==> src/rtl/rv_bus_pkg.sv <==
`default_nettype none
// ============================================================================
// Module   : rv_bus_pkg
// Brief    : Shared constants and arbiter state encoding for the result bus.
// Revision : 1.0 - initial release
// ============================================================================
package rv_bus_pkg;

    localparam int NREQ  = 8;
    localparam int SEL_W = 3;

    typedef enum logic [0:0] {
        ARB_IDLE   = 1'b0,
        ARB_LOCKED = 1'b1
    } arb_state_e;

endpackage : rv_bus_pkg
`default_nettype wire

==> src/rtl/rr_pick8.sv <==
`default_nettype none
// ============================================================================
// Module   : rr_pick8
// Brief    : Combinational round-robin picker, searches upward from ptr.
// Revision : 1.0 - initial release
// ============================================================================
module rr_pick8
    import rv_bus_pkg::*;
(
    input  logic [NREQ-1:0]  req,
    input  logic [SEL_W-1:0] ptr,
    output logic [NREQ-1:0]  gnt,
    output logic [SEL_W-1:0] idx,
    output logic             any
);

    logic [SEL_W-1:0] w_cand;

    // First set request bit at or above ptr, wrapping modulo 8.
    always_comb begin
        w_cand = '0;
        idx    = '0;
        any    = 1'b0;
        for (int k = 0; k < NREQ; k++) begin
            w_cand = ptr + SEL_W'(k);
            if (!any && req[w_cand]) begin
                any = 1'b1;
                idx = w_cand;
            end
        end
        gnt = any ? (NREQ'(1) << idx) : '0;
    end

endmodule : rr_pick8
`default_nettype wire

==> src/rtl/rr_bus_arbiter8.sv <==
`default_nettype none
// ============================================================================
// Module   : rr_bus_arbiter8
// Brief    : 8-way round-robin bus arbiter with bounded lock and a one-deep
//            valid/ready output register.
// Revision : 1.0 - initial release
// ============================================================================
module rr_bus_arbiter8
    import rv_bus_pkg::*;
#(
    parameter int DATA_W   = 32,
    parameter int MAX_LOCK = 4
) (
    input  logic                   clk,
    input  logic                   rst_n,
    input  logic [NREQ-1:0]        req_valid,
    input  logic [NREQ-1:0]        req_lock,
    input  logic [NREQ*DATA_W-1:0] req_data,
    output logic [NREQ-1:0]        req_ready,
    output logic                   out_valid,
    output logic [DATA_W-1:0]      out_data,
    output logic [SEL_W-1:0]       out_sel,
    input  logic                   out_ready,
    output logic                   locked
);

    // Extra bit so lock_cnt + 1 never wraps before the compare.
    localparam logic [4:0] C_MAX_LOCK = 5'(MAX_LOCK);

    arb_state_e       r_state, w_state_nxt;
    logic [SEL_W-1:0] r_own,   w_own_nxt;
    logic [3:0]       r_lock_cnt, w_lock_cnt_nxt;
    logic [SEL_W-1:0] r_ptr,   w_ptr_nxt;

    logic [NREQ-1:0]  w_pick_gnt;
    logic [SEL_W-1:0] w_pick_idx;
    logic             w_pick_any;

    logic             w_load_en;
    logic             w_own_hold;
    logic             w_any;
    logic             w_fire;
    logic [SEL_W-1:0] w_gidx;
    logic [NREQ-1:0]  w_grant;
    logic [3:0]       w_eff_cnt;
    logic [4:0]       w_cnt_inc;
    logic [DATA_W-1:0] w_word;

    rr_pick8 u_pick (
        .req (req_valid),
        .ptr (r_ptr),
        .gnt (w_pick_gnt),
        .idx (w_pick_idx),
        .any (w_pick_any)
    );

    // The output register can take a new word when empty or being drained.
    assign w_load_en  = !out_valid || out_ready;
    // A held lock only wins while its owner still has a word.
    assign w_own_hold = (r_state == ARB_LOCKED) && req_valid[r_own];
    assign w_gidx     = w_own_hold ? r_own : w_pick_idx;
    assign w_any      = w_own_hold || w_pick_any;
    // rst_n gates the grant so nothing is accepted while reset is held.
    assign w_fire     = rst_n && w_load_en && w_any;
    assign w_grant    = w_own_hold ? (NREQ'(1) << r_own) : w_pick_gnt;
    assign req_ready  = w_fire ? w_grant : '0;

    // A lock that was released by its owner dropping valid restarts the count.
    assign w_eff_cnt  = w_own_hold ? r_lock_cnt : 4'd0;
    assign w_cnt_inc  = {1'b0, w_eff_cnt} + 5'd1;

    // Data path select driven only by the arbitration index.
    assign w_word     = req_data[w_gidx*DATA_W +: DATA_W];

    assign locked     = (r_state == ARB_LOCKED);

    // Arbitration state register.
    always_ff @(posedge clk or negedge rst_n) begin
        if (!rst_n) begin
            r_state    <= ARB_IDLE;
            r_own      <= '0;
            r_lock_cnt <= '0;
            r_ptr      <= '0;
        end else begin
            r_state    <= w_state_nxt;
            r_own      <= w_own_nxt;
            r_lock_cnt <= w_lock_cnt_nxt;
            r_ptr      <= w_ptr_nxt;
        end
    end

    // Next-state: lock entry/exit and pointer advance on accepted beats;
    // everything freezes under backpressure.
    always_comb begin
        w_state_nxt    = r_state;
        w_own_nxt      = r_own;
        w_lock_cnt_nxt = r_lock_cnt;
        w_ptr_nxt      = r_ptr;
        if (w_load_en) begin
            if (w_any) begin
                w_ptr_nxt = w_gidx + SEL_W'(1);
                if (req_lock[w_gidx] && (w_cnt_inc < C_MAX_LOCK)) begin
                    w_state_nxt    = ARB_LOCKED;
                    w_own_nxt      = w_gidx;
                    w_lock_cnt_nxt = w_cnt_inc[3:0];
                end else begin
                    w_state_nxt    = ARB_IDLE;
                    w_lock_cnt_nxt = '0;
                end
            end else begin
                w_state_nxt    = ARB_IDLE;
                w_lock_cnt_nxt = '0;
            end
        end
    end

    // One-deep output register; overwritten in the same edge it drains.
    always_ff @(posedge clk or negedge rst_n) begin
        if (!rst_n) begin
            out_valid <= 1'b0;
            out_data  <= '0;
            out_sel   <= '0;
        end else if (w_load_en) begin
            if (w_any) begin
                out_valid <= 1'b1;
                out_data  <= w_word;
                out_sel   <= w_gidx;
            end else begin
                out_valid <= 1'b0;
            end
        end
    end

endmodule : rr_bus_arbiter8
`default_nettype wire

==> config.mk <==
export PLATFORM = sky130hd
export DESIGN_NAME = rr_bus_arbiter8
export DESIGN_NICKNAME = d
export VERILOG_FILES = /design/src/rtl/rv_bus_pkg.sv /design/src/rtl/rr_pick8.sv /design/src/rtl/rr_bus_arbiter8.sv
export SDC_FILE = /design/constraint.sdc
export NUM_CORES = 1
export LEC_CHECK = 0
export CAP_MARGIN = 20
export CORE_ASPECT_RATIO = 0.8
export CORE_MARGIN = 10
export CORE_UTILIZATION = 38
export CTS_CLUSTER_DIAMETER = 120
export DETAILED_ROUTE_END_ITERATION = 16
export HOLD_SLACK_MARGIN = 0.03
export PLACE_DENSITY = 0.84
export SYNTH_ARGS = -nofsm -noshare
export SYNTH_HDL_FRONTEND = slang
export SYNTH_SLANG_ARGS = --single-unit
==> constraint.sdc <==
create_clock -name clk -period 5.9 [get_ports clk]
set_input_delay 0.885 -clock clk [delete_from_list [all_inputs] [get_ports clk]]
set_output_delay 0.885 -clock clk [all_outputs]
set_load 0.05 [all_outputs]
==> run_results.csv, run 1 <==
group,metric,value,unit
pwr,leakage,3.19,nW
yosys,synth-async-reset-ratio,100,%
clock_network,numCtsBuffers,5,
placement,place_congestion,0.988,
pwr,powerDensity,760,nW/um2
placement,pre_cts_ws,310,ps
placement,dp.cells,896,
worst_setup_path,worstPathArrival,4810,ps
route,first_pass_iters,5,
worst_setup_path,path_cells,"clkdlybuf4s50_1 -> mux4_2 -> mux2i_1 -> nand2_1 -> nor3_1 -> nand3b_1 -> a31oi_1 -> inv_1 -> o32a_1 -> nor2_1 -> clkdlybuf4s50_1",
worst_setup_path,cp.required,5020,ps
worst_setup_path,path_max_fanout,9,
route,drcViolationCount,0,
layout,final_cell_area,8400,um2
yosys,syn_inst,430,
clock_network,clk_latency,290,ps
min_path,min_from,"r_lock_cnt[1]",
die,dieHeight,122,um
worst_setup_path,cp-start-kind,"primary input",
route,drt_iter0_markers,412,
pwr,combPwrFrac,85.0,%
pwr,internal_power,3.32,mW
sta,finClkSkew,9.81,ps
die,die_area,18000,um2
sta,whs,515,ps
worst_setup_path,end_kind,"output pin",
die,ioPinCount,320,
worst_setup_path,max_stage_delay,810,ps
yosys,synth.ff_latch_count,47,
pwr,power,6.38,mW
clock_network,htreeDepth,2,
worst_setup_path,critical_path.most_common_cell,"clkdlybuf4s50_1",
yosys,postSynthAreaPerCell,11.5,um2
worst_setup_path,worstSetupPathType,"primary input to output pin",
grt,grt.total_usage,22.7,%
placement,hpwlAfterDp,18.3,mm
sta,fmax,0.176,GHz
grt,grt_pass1_wl,31.9,mm
sta,grt_setup_unrepaired,"no",
job,maxCapViolations,0,
sta,fin_crit,5700,ps
sta,worstMarginPinSlew,766,ps
min_path,hold_path_end,"r_lock_cnt[1]",
die,core,12800,um2
yosys,synth_cell_type_count,54,
layout,utilization,65.7,%
clock_network,ctsResizeCount,0,
route,routed_wl,21.8,mm
pwr,ir_drop,0.761,mV
pwr,switching_share,48.0,%
die,std_cell_rows,37,
worst_setup_path,reg2regPathDepth,14,
route,ant_nets,0,
yosys,ys_warn_count,0,
clock_network,ctsHoldBuffers,0,
layout,instances_no_fill,905,
worst_setup_path,slowest_stage,"clkdlybuf4s50_1",
route,vias,5143,
placement,io_buffers,319,
worst_setup_path,worstReg2RegStart,"r_ptr[1]",
sta,relSlewSlack,48.9,%
sta,hold_viol,0,
grt,grt_max_degree,78,
min_path,holdPathStages,1,
route,drt-vias-per-instance,5.68,
clock_network,cts.sinks,47,
layout,nNetsFinal,1007,
die,die_w,147,um
pwr,power.switching,3.06,mW
clock_network,post_cts_buffers,0,
sta,slew_viol_final,0,
yosys,syn_area,4940,um2
grt,overflow,0,
sta,fin_ws,204,ps
pwr,clkPwrFrac,5.2,%
yosys,synth_edf_count,0,
route,wl_per_cell,24.1,um
yosys,ys_seq_area_share,23.8,%
yosys,synthesis.nets,709,
grt,grt_pass1_vias,5559,
worst_setup_path,reg2reg_slack,1010,ps
clock_network,cts-root-buf,"clkbuf_16",
yosys,yosys_most_used_dff,"dfrtp_1",
clock_network,cts_max_path_buffers,2,
layout,area_delta_synth_final,70.0,%
pwr,pwr-share-seq,9.8,%
sta,finalSetupViolCount,0,
min_path,hold_path.class,"register to register",
sta,post-route-period-util,96.5,%
layout,drive_gt1_share,15.9,%
grt,antenna_found_initial,1,
status,status,"finished clean",
clock_network,clk_pin_slew,70,ps
die,floorplan.initialDensity,38.6,%
worst_setup_path,r2r_end,"out_data[30]",
sta,tns,0,ps
clock_network,tritoncts,"built",
placement,post_dp_cell_area,8220,um2
[cell type report]
type | instances | area [um2]
antenna | 1 | 2.50
timing repair buffer | 329 | 3260
multi-input combinational | 330 | 3510
inverter | 15 | 56.3
clock buffer | 5 | 125
fill | 985 | 4380
sequential | 47 | 1180
clock inverter | 3 | 47.5
tap | 175 | 219
[Yosys cell counts (4+ instances only)]
cell / count / area, um2
o211ai_1: 5 / 37.5
a21oi_1: 40 / 200
nand2_1: 20 / 75.1
clkbuf_1: 12 / 45.0
mux4_2: 76 / 1710
nand3_1: 7 / 35.0
buf_1: 4 / 15.0
nand2b_1: 5 / 31.3
ha_1: 4 / 50.1
and2_1: 5 / 31.3
nor2_1: 52 / 195
o21ai_0: 6 / 30.0
mux2i_1: 48 / 480
dfrtp_1: 47 / 1180
inv_1: 13 / 48.8
a31oi_1: 6 / 37.5
buf_2: 16 / 80.1
[registers in the layout, summed over array words and instances, names as in the netlist]
signal      count
out_sel         3
out_valid       1
r_ptr           3
r_own           3
out_data       32
r_lock_cnt      4
locked          1
[worst max-delay path by stage]
stage / from / end / slack (ps) / cells after the start
after floorplan: r_ptr[1] / req_ready[6] / 900 / 15
after global placement: req_valid[5] / req_ready[2] / 520 / 11
after detailed placement: req_valid[5] / req_ready[2] / 310 / 11
after CTS: req_valid[5] / req_ready[2] / 310 / 11
after global routing: req_valid[5] / req_ready[2] / 40 / 11
final: req_valid[5] / req_ready[2] / 200 / 11
[worst max-delay path: cells and delay by family]
family,cells,cell delay [ps]
simple gates,4,610
buf+inv,3,1510
compound gates,2,840
mux,2,950
[power by group through the flow]
stage	Clock, mW	Sequential, mW	Combinational [mW]
4_1_cts	0.343	0.626	5.48
6_report	0.332	0.627	5.42
3_5_place_dp	0	0.632	5.46
5_1_grt	0.359	0.649	5.80
3_3_place_gp	0	0.621	5.34
2_1_floorplan	0	1.01	3.94
[placed cells by master, fill, tap and decap left out, types with 2 or more instances in the layout]
master	Yosys	final
a21o_1	2	2
a21oi_1	40	40
a22o_1	2	2
a31oi_1	6	6
a32oi_1	2	2
and2_1	5	5
and3_1	2	2
buf_4	0	15
clkbuf_16	0	5
clkdlybuf4s50_1	0	312
dfrtp_1	47	47
ha_1	4	4
inv_1	13	13
inv_2	2	2
mux2_2	3	3
mux2_4	3	3
mux2i_1	48	48
mux4_1	2	2
mux4_2	76	76
nand2_1	20	20
nand2b_1	5	5
nand3_1	7	7
nor2_1	52	51
nor2b_1	2	2
nor3_1	3	3
o211ai_1	5	5
o21ai_0	6	6
o22a_1	3	3
o32a_1	2	2
or3_1	3	3
xnor2_1	3	3
xor2_1	3	3
[metal layers]
layer | track usage (%) | vias to the layer above | routed length [um]
met5 | 0 | - | 0
met4 | 6.61 | 0 | 459
met3 | 9.63 | 37 | 2170
met2 | 40.0 | 290 | 11500
met1 | 24.6 | 2514 | 7660
li1 | - | 2302 | -
[logic make-up after synthesis]
family,after synthesis,synth area share [%]
fa+ha+maj,4,1.01
flops,47,23.8
mux,132,47.1
xor+xnor,6,1.06
buf+inv,53,5.88
compound gates,85,11.6
simple gates,103,9.55
No activity file was read; power rests on OpenSTA's default activity.
==> run 2: changes to the inputs <==
--- a/config.mk
+++ b/config.mk
@@ -8,11 +8,12 @@
 export CAP_MARGIN = 20
 export CORE_ASPECT_RATIO = 0.8
 export CORE_MARGIN = 10
-export CORE_UTILIZATION = 38
+export CORE_UTILIZATION = 34
 export CTS_CLUSTER_DIAMETER = 120
 export DETAILED_ROUTE_END_ITERATION = 16
 export HOLD_SLACK_MARGIN = 0.03
-export PLACE_DENSITY = 0.84
+export PLACE_DENSITY = 0.79
+export SKIP_LAST_GASP = 1
 export SYNTH_ARGS = -nofsm -noshare
 export SYNTH_HDL_FRONTEND = slang
 export SYNTH_SLANG_ARGS = --single-unit
==> constraint.sdc (replaced) <==
create_clock -name clk -period 5 [get_ports clk]
set_input_delay 0.75 -clock clk [delete_from_list [all_inputs] [get_ports clk]]
set_output_delay 0.75 -clock clk [all_outputs]
set_load 0.05 [all_outputs]
==> run 2 against run 1 <==
Via count down 0.49%. Sequential share of layout area down 0.30 points. First-iteration DRC count down 1.9%. Highest routed layer unchanged. Total power up 22%. Combinational power up 23%. Critical path depth up 1. Global-route usage down 2.1 points. Sequential power up 18%. Count of clock-buffer cells in the layout up 2. Critical path type unchanged. Clock power up 7.2%. Final area up 2.2%. Final cell count up 1.5%. Largest cell class unchanged.
==> run_results.csv, run 2 (same netlist as run 1, synthesis figures left out) <==
group,metric,value,unit
sta,relSlewSlack,49.2,%
pwr,combPwrFrac,86.0,%
grt,antenna_found_initial,0,
min_path,hold_path.class,"register to register",
sta,slew_viol_final,0,
grt,overflow,0,
sta,worstMarginPinSlew,762,ps
grt,grt_max_degree,78,
worst_setup_path,path_buf_inv,3,
worst_setup_path,slowest_stage,"mux4_2",
min_path,holdPathStages,1,
pwr,power,7.79,mW
clock_network,post_cts_buffers,0,
pwr,power.switching,3.65,mW
clock_network,clk_pin_slew,70,ps
route,wl_per_cell,23.5,um
status,status,"finished clean",
layout,nNetsFinal,1013,
sta,finClkSkew,7.71,ps
pwr,ir_drop,0.539,mV
sta,fin_crit,4880,ps
worst_setup_path,path_max_fanout,8,
route,ant_nets,0,
worst_setup_path,cp-start-kind,"primary input",
clock_network,clk_latency,290,ps
worst_setup_path,reg2reg_slack,450,ps
placement,place_congestion,0.878,
die,core,14200,um2
sta,finalSetupViolCount,0,
sta,hold_viol,0,
die,std_cell_rows,39,
placement,io_buffers,319,
layout,final_common_cell,"clkdlybuf4s50_1",
layout,top_regs,"out_data (32), r_lock_cnt (4)",
route,drt-vias-per-instance,5.57,
sta,grt_setup_unrepaired,"no",
worst_setup_path,worstSetupPathType,"primary input to output pin",
clock_network,cts.sinks,47,
clock_network,cts-root-buf,"clkbuf_16",
sta,fin_ws,117,ps
clock_network,tritoncts,"built",
sta,whs,509,ps
worst_setup_path,cp.required,4250,ps
layout,antenna_cells,0,
pwr,switching_share,46.8,%
grt,grt.total_usage,20.6,%
pwr,leakage,3.25,nW
route,routed_wl,21.6,mm
job,maxCapViolations,0,
clock_network,cts_max_path_buffers,2,
layout,largest_reg_flops,32,
pwr,powerDensity,908,nW/um2
placement,hpwlAfterDp,18.4,mm
die,die_area,19800,um2
route,first_pass_iters,5,
worst_setup_path,worstPathArrival,4130,ps
clock_network,htreeDepth,2,
layout,layout_common_cells,"clkdlybuf4s50_1 (310), mux4_2 (76), nor2_1 (51), mux2i_1 (47), dfrtp_1 (47)",
clock_network,numCtsBuffers,5,
route,drcViolationCount,0,
die,ioPinCount,320,
pwr,clkPwrFrac,4.6,%
die,floorplan.initialDensity,34.7,%
grt,grt_pass1_wl,32.5,mm
pwr,internal_power,4.14,mW
worst_setup_path,end_kind,"output pin",
die,die_w,155,um
pwr,pwr-share-seq,9.5,%
route,vias,5118,
sta,fmax,0.205,GHz
route,drt_iter0_markers,404,
placement,pre_cts_ws,216,ps
worst_setup_path,reg2regPathDepth,14,
grt,grt_pass1_vias,5695,
layout,largest-register,"out_data",
sta,tns,0,ps
sta,post-route-period-util,97.7,%
worst_setup_path,crit_cells,12,
die,dieHeight,128,um
worst_setup_path,max_stage_delay,620,ps
worst_setup_path,path_delay_family,"simple AND/OR/NAND/NOR gates",
worst_setup_path,path_cells,"clkdlybuf4s50_1 -> mux4_2 -> mux2_4 -> a31o_1 -> nor4_1 -> nor3b_1 -> a31oi_2 -> inv_1 -> nand2_1 -> o22a_1 -> nor2_1 -> buf_12",
layout,drive_gt1_share,17.1,%
layout,area_delta_synth_final,73.8,%
run 2: changes by cell type in the layout (fill, tap and decap cells not counted), moves of 2 or more:
cell and delta:
buf_12 +11, clkbuf_8 +2, buf_4 -3, clkdlybuf4s50_1 -2
run 2: worst paths after layout:
kind                          startpoint             to
max                         req_valid[2]   req_ready[5]
min                        r_lock_cnt[1]  r_lock_cnt[1]
max reg2reg                     r_ptr[1]       r_own[0]
min reg2reg                r_lock_cnt[1]  r_lock_cnt[1]
max in group asynchronous          rst_n   out_data[11]
min in group asynchronous          rst_n       r_ptr[0]
run 2: per-layer routing:
| metal | GRT usage [%] | vias up | share of wire [%] |
|---|---|---|---|
| li1 | - | 2310 | - |
| met1 | 23.9 | 2546 | 38 |
| met2 | 37.3 | 246 | 53 |
| met3 | 6.61 | 16 | 8.4 |
| met4 | 2.27 | 0 | 0.81 |
| met5 | 0 | - | 0 |
run 2: power by group through the flow:
stage	Clock [mW]	Combinational, mW	Sequential [mW]
floorplan	0	4.65	1.19
global placement	0	6.64	0.733
detailed placement	0	6.75	0.744
CTS	0.375	6.76	0.739
global route	0.393	7.16	0.766
finish	0.356	6.69	0.738
run 2: through the flow:
stage	utilization, %	instance area [um2]	cells
5_1_grt	60.2	8580	919
3_5_place_dp	59.0	8410	911
4_1_cts	60.1	8570	919
2_1_floorplan	-	4940	430
3_3_place_gp	59.0	8410	911
6_report	60.2	8580	919
run 2: what timing repair did:
action,in CTS,in global routing
gates resized for setup,0,2
hold buffers,0,0
endpoints found under the setup margin,0,2
run 2: area by class of cell:
class                      instances  area, um2
clock buffer                       7        153
inverter                          15       56.3
timing repair buffer             335       3440
sequential                        47       1180
multi-input combinational        330       3520
tap                              184        230
clock inverter                     1       7.51
fill                            1099       5670
==> run 3: changes to the inputs <==
--- a/config.mk
+++ b/config.mk
@@ -7,11 +7,10 @@
 export LEC_CHECK = 0
 export CAP_MARGIN = 20
 export CORE_ASPECT_RATIO = 0.8
-export CORE_MARGIN = 10
 export CORE_UTILIZATION = 34
 export CTS_CLUSTER_DIAMETER = 120
 export DETAILED_ROUTE_END_ITERATION = 16
-export HOLD_SLACK_MARGIN = 0.03
+export HOLD_SLACK_MARGIN = 0.06
 export PLACE_DENSITY = 0.79
 export SKIP_LAST_GASP = 1
 export SYNTH_ARGS = -nofsm -noshare
==> run 3 against run 2 <==
Total power rose by 1.6%. Fmax fell by 1.3%. Sequential power is 1% higher. Setup slack worse by 66 ps. Largest cell class unchanged. Largest power group unchanged.
==> run_results.csv, run 3 (same netlist as run 1, synthesis figures left out) <==
group,metric,value,unit
status,status,"finished clean",
route,wl_met1,7.53,mm
sta,fin_crit,4950,ps
worst_setup_path,max_stage_delay,600,ps
clock_network,tritoncts,"built",
sta,worstMarginPinSlew,820,ps
sta,finClkSkew,3.03,ps
layout,instances_no_fill,927,
pwr,ir_drop,0.681,mV
placement,post_dp_cell_area,8490,um2
worst_setup_path,path_cells,"clkdlybuf4s50_1 -> mux4_2 -> mux2_4 -> buf_4 -> nand4b_4 -> a2111o_1 -> a31oi_1 -> nand2_1 -> o22a_1 -> nor2_1 -> buf_12",
grt,antenna_found_initial,1,
pwr,powerDensity,911,nW/um2
layout,final_cell_area,8680,um2
sta,whs,521,ps
clock_network,numCtsBuffers,5,
worst_setup_path,path_max_fanout,8,
die,floorplan.initialDensity,35.6,%
worst_setup_path,crit_cells,11,
layout,antenna_cells,0,
clock_network,post_cts_buffers,0,
min_path,holdPathStages,1,
placement,place_congestion,0.852,
sta,tns,0,ps
worst_setup_path,end_kind,"output pin",
pwr,switching_share,46.5,%
grt,grt_max_degree,78,
layout,area_delta_synth_final,75.8,%
route,vias,5175,
route,wl_per_cell,21.4,um
pwr,power,7.91,mW
sta,grt_setup_unrepaired,"yes",
sta,fmax,0.202,GHz
clock_network,ctsHoldBuffers,0,
pwr,leakage,3.31,nW
route,wl_met2,10.2,mm
layout,utilization,62.5,%
clock_network,cts_max_path_buffers,2,
die,core,13900,um2
layout,final_common_cell,"clkdlybuf4s50_1",
worst_setup_path,worstPathArrival,4200,ps
sta,relSlewSlack,45.4,%
sta,slew_viol_final,0,
clock_network,cts.sinks,47,
sta,hold_viol,0,
worst_setup_path,worstSetupPathType,"primary input to output pin",
placement,hpwlAfterDp,16.2,mm
grt,grt_pass1_vias,5425,
pwr,clkPwrFrac,5.0,%
clock_network,htreeDepth,2,
route,drt-vias-per-instance,5.58,
pwr,pwr-share-seq,9.5,%
placement,dp.cells,919,
worst_setup_path,path_buf_inv,3,
placement,io_buffers,319,
route,drt_iter0_markers,375,
worst_setup_path,path_delay_family,"compound AO/OA/AOI/OAI gates",
worst_setup_path,cp.required,4250,ps
route,ant_nets,0,
die,ioPinCount,320,
grt,overflow,0,
sta,fin_ws,50.3,ps
clock_network,clk_latency,290,ps
route,wl_met3,1.58,mm
sta,post-route-period-util,99.0,%
layout,layout_common_cells,"clkdlybuf4s50_1 (310), mux4_2 (76), nor2_1 (51), mux2i_1 (47), dfrtp_1 (47)",
grt,grt.total_usage,25.4,%
layout,drive_gt1_share,18.9,%
layout,largest_reg_flops,32,
worst_setup_path,cp-start-kind,"primary input",
grt,grt_pass1_wl,28.4,mm
placement,pre_cts_ws,-78.9,ps
clock_network,clk_pin_slew,70,ps
min_path,hold_path.class,"register to register",
sta,finalSetupViolCount,0,
clock_network,cts-root-buf,"clkbuf_16",
worst_setup_path,reg2reg_slack,550,ps
die,dieHeight,110,um
die,die_w,137,um
worst_setup_path,slowest_stage,"mux4_2",
route,routed_wl,19.8,mm
pwr,combPwrFrac,85.6,%
layout,top_regs,"out_data (32), r_lock_cnt (4)",
pwr,internal_power,4.23,mW
worst_setup_path,reg2regPathDepth,16,
die,die_area,15000,um2
route,first_pass_iters,5,
pwr,power.switching,3.68,mW
layout,nNetsFinal,1025,
route,drcViolationCount,0,
die,std_cell_rows,38,
route,highest_layer,"met5",
layout,largest-register,"out_data",
job,maxCapViolations,0,
[run 3: layer usage]
layer | up-vias | global-route usage (%)
li1 | 2333 | -
met1 | 2551 | 30.8
met2 | 255 | 44.3
met3 | 34 | 6.45
met4 | 2 | 7.62
met5 | - | 0
[run 3: power groups by stage]
stage               Clock (mW)  Sequential (mW)  Combinational [mW]
floorplan                    0             1.19                4.65
global placement             0            0.741                6.58
detailed placement           0            0.749                6.79
CTS                      0.407            0.746                6.81
global route             0.417            0.774                7.23
finish                   0.392            0.749                6.77
[run 3: final timing paths]
kind	start	endpoint
hold / removal	r_lock_cnt[3]	r_lock_cnt[3]
min in group asynchronous	rst_n	r_ptr[1]
max in group asynchronous	rst_n	r_own[1]
hold reg to reg	r_lock_cnt[3]	r_lock_cnt[3]
setup reg to reg	r_ptr[1]	out_data[30]
setup / recovery	req_valid[6]	req_ready[7]
[run 3: cell type report]
type                    count  area [um2]
clock buffers               5         125
clock inverters             3        43.8
fillers                  1089        5200
well taps                 180         225
inverters                  15        56.3
multi-input cells         330        3530
repair buffers            347        3520
flip-flops and latches     47        1180
[run 3: what timing repair did]
item	4_1_cts	5_1_grt
endpoints found under the setup margin	1	8
gates cloned	0	0
gates resized for setup	1	4
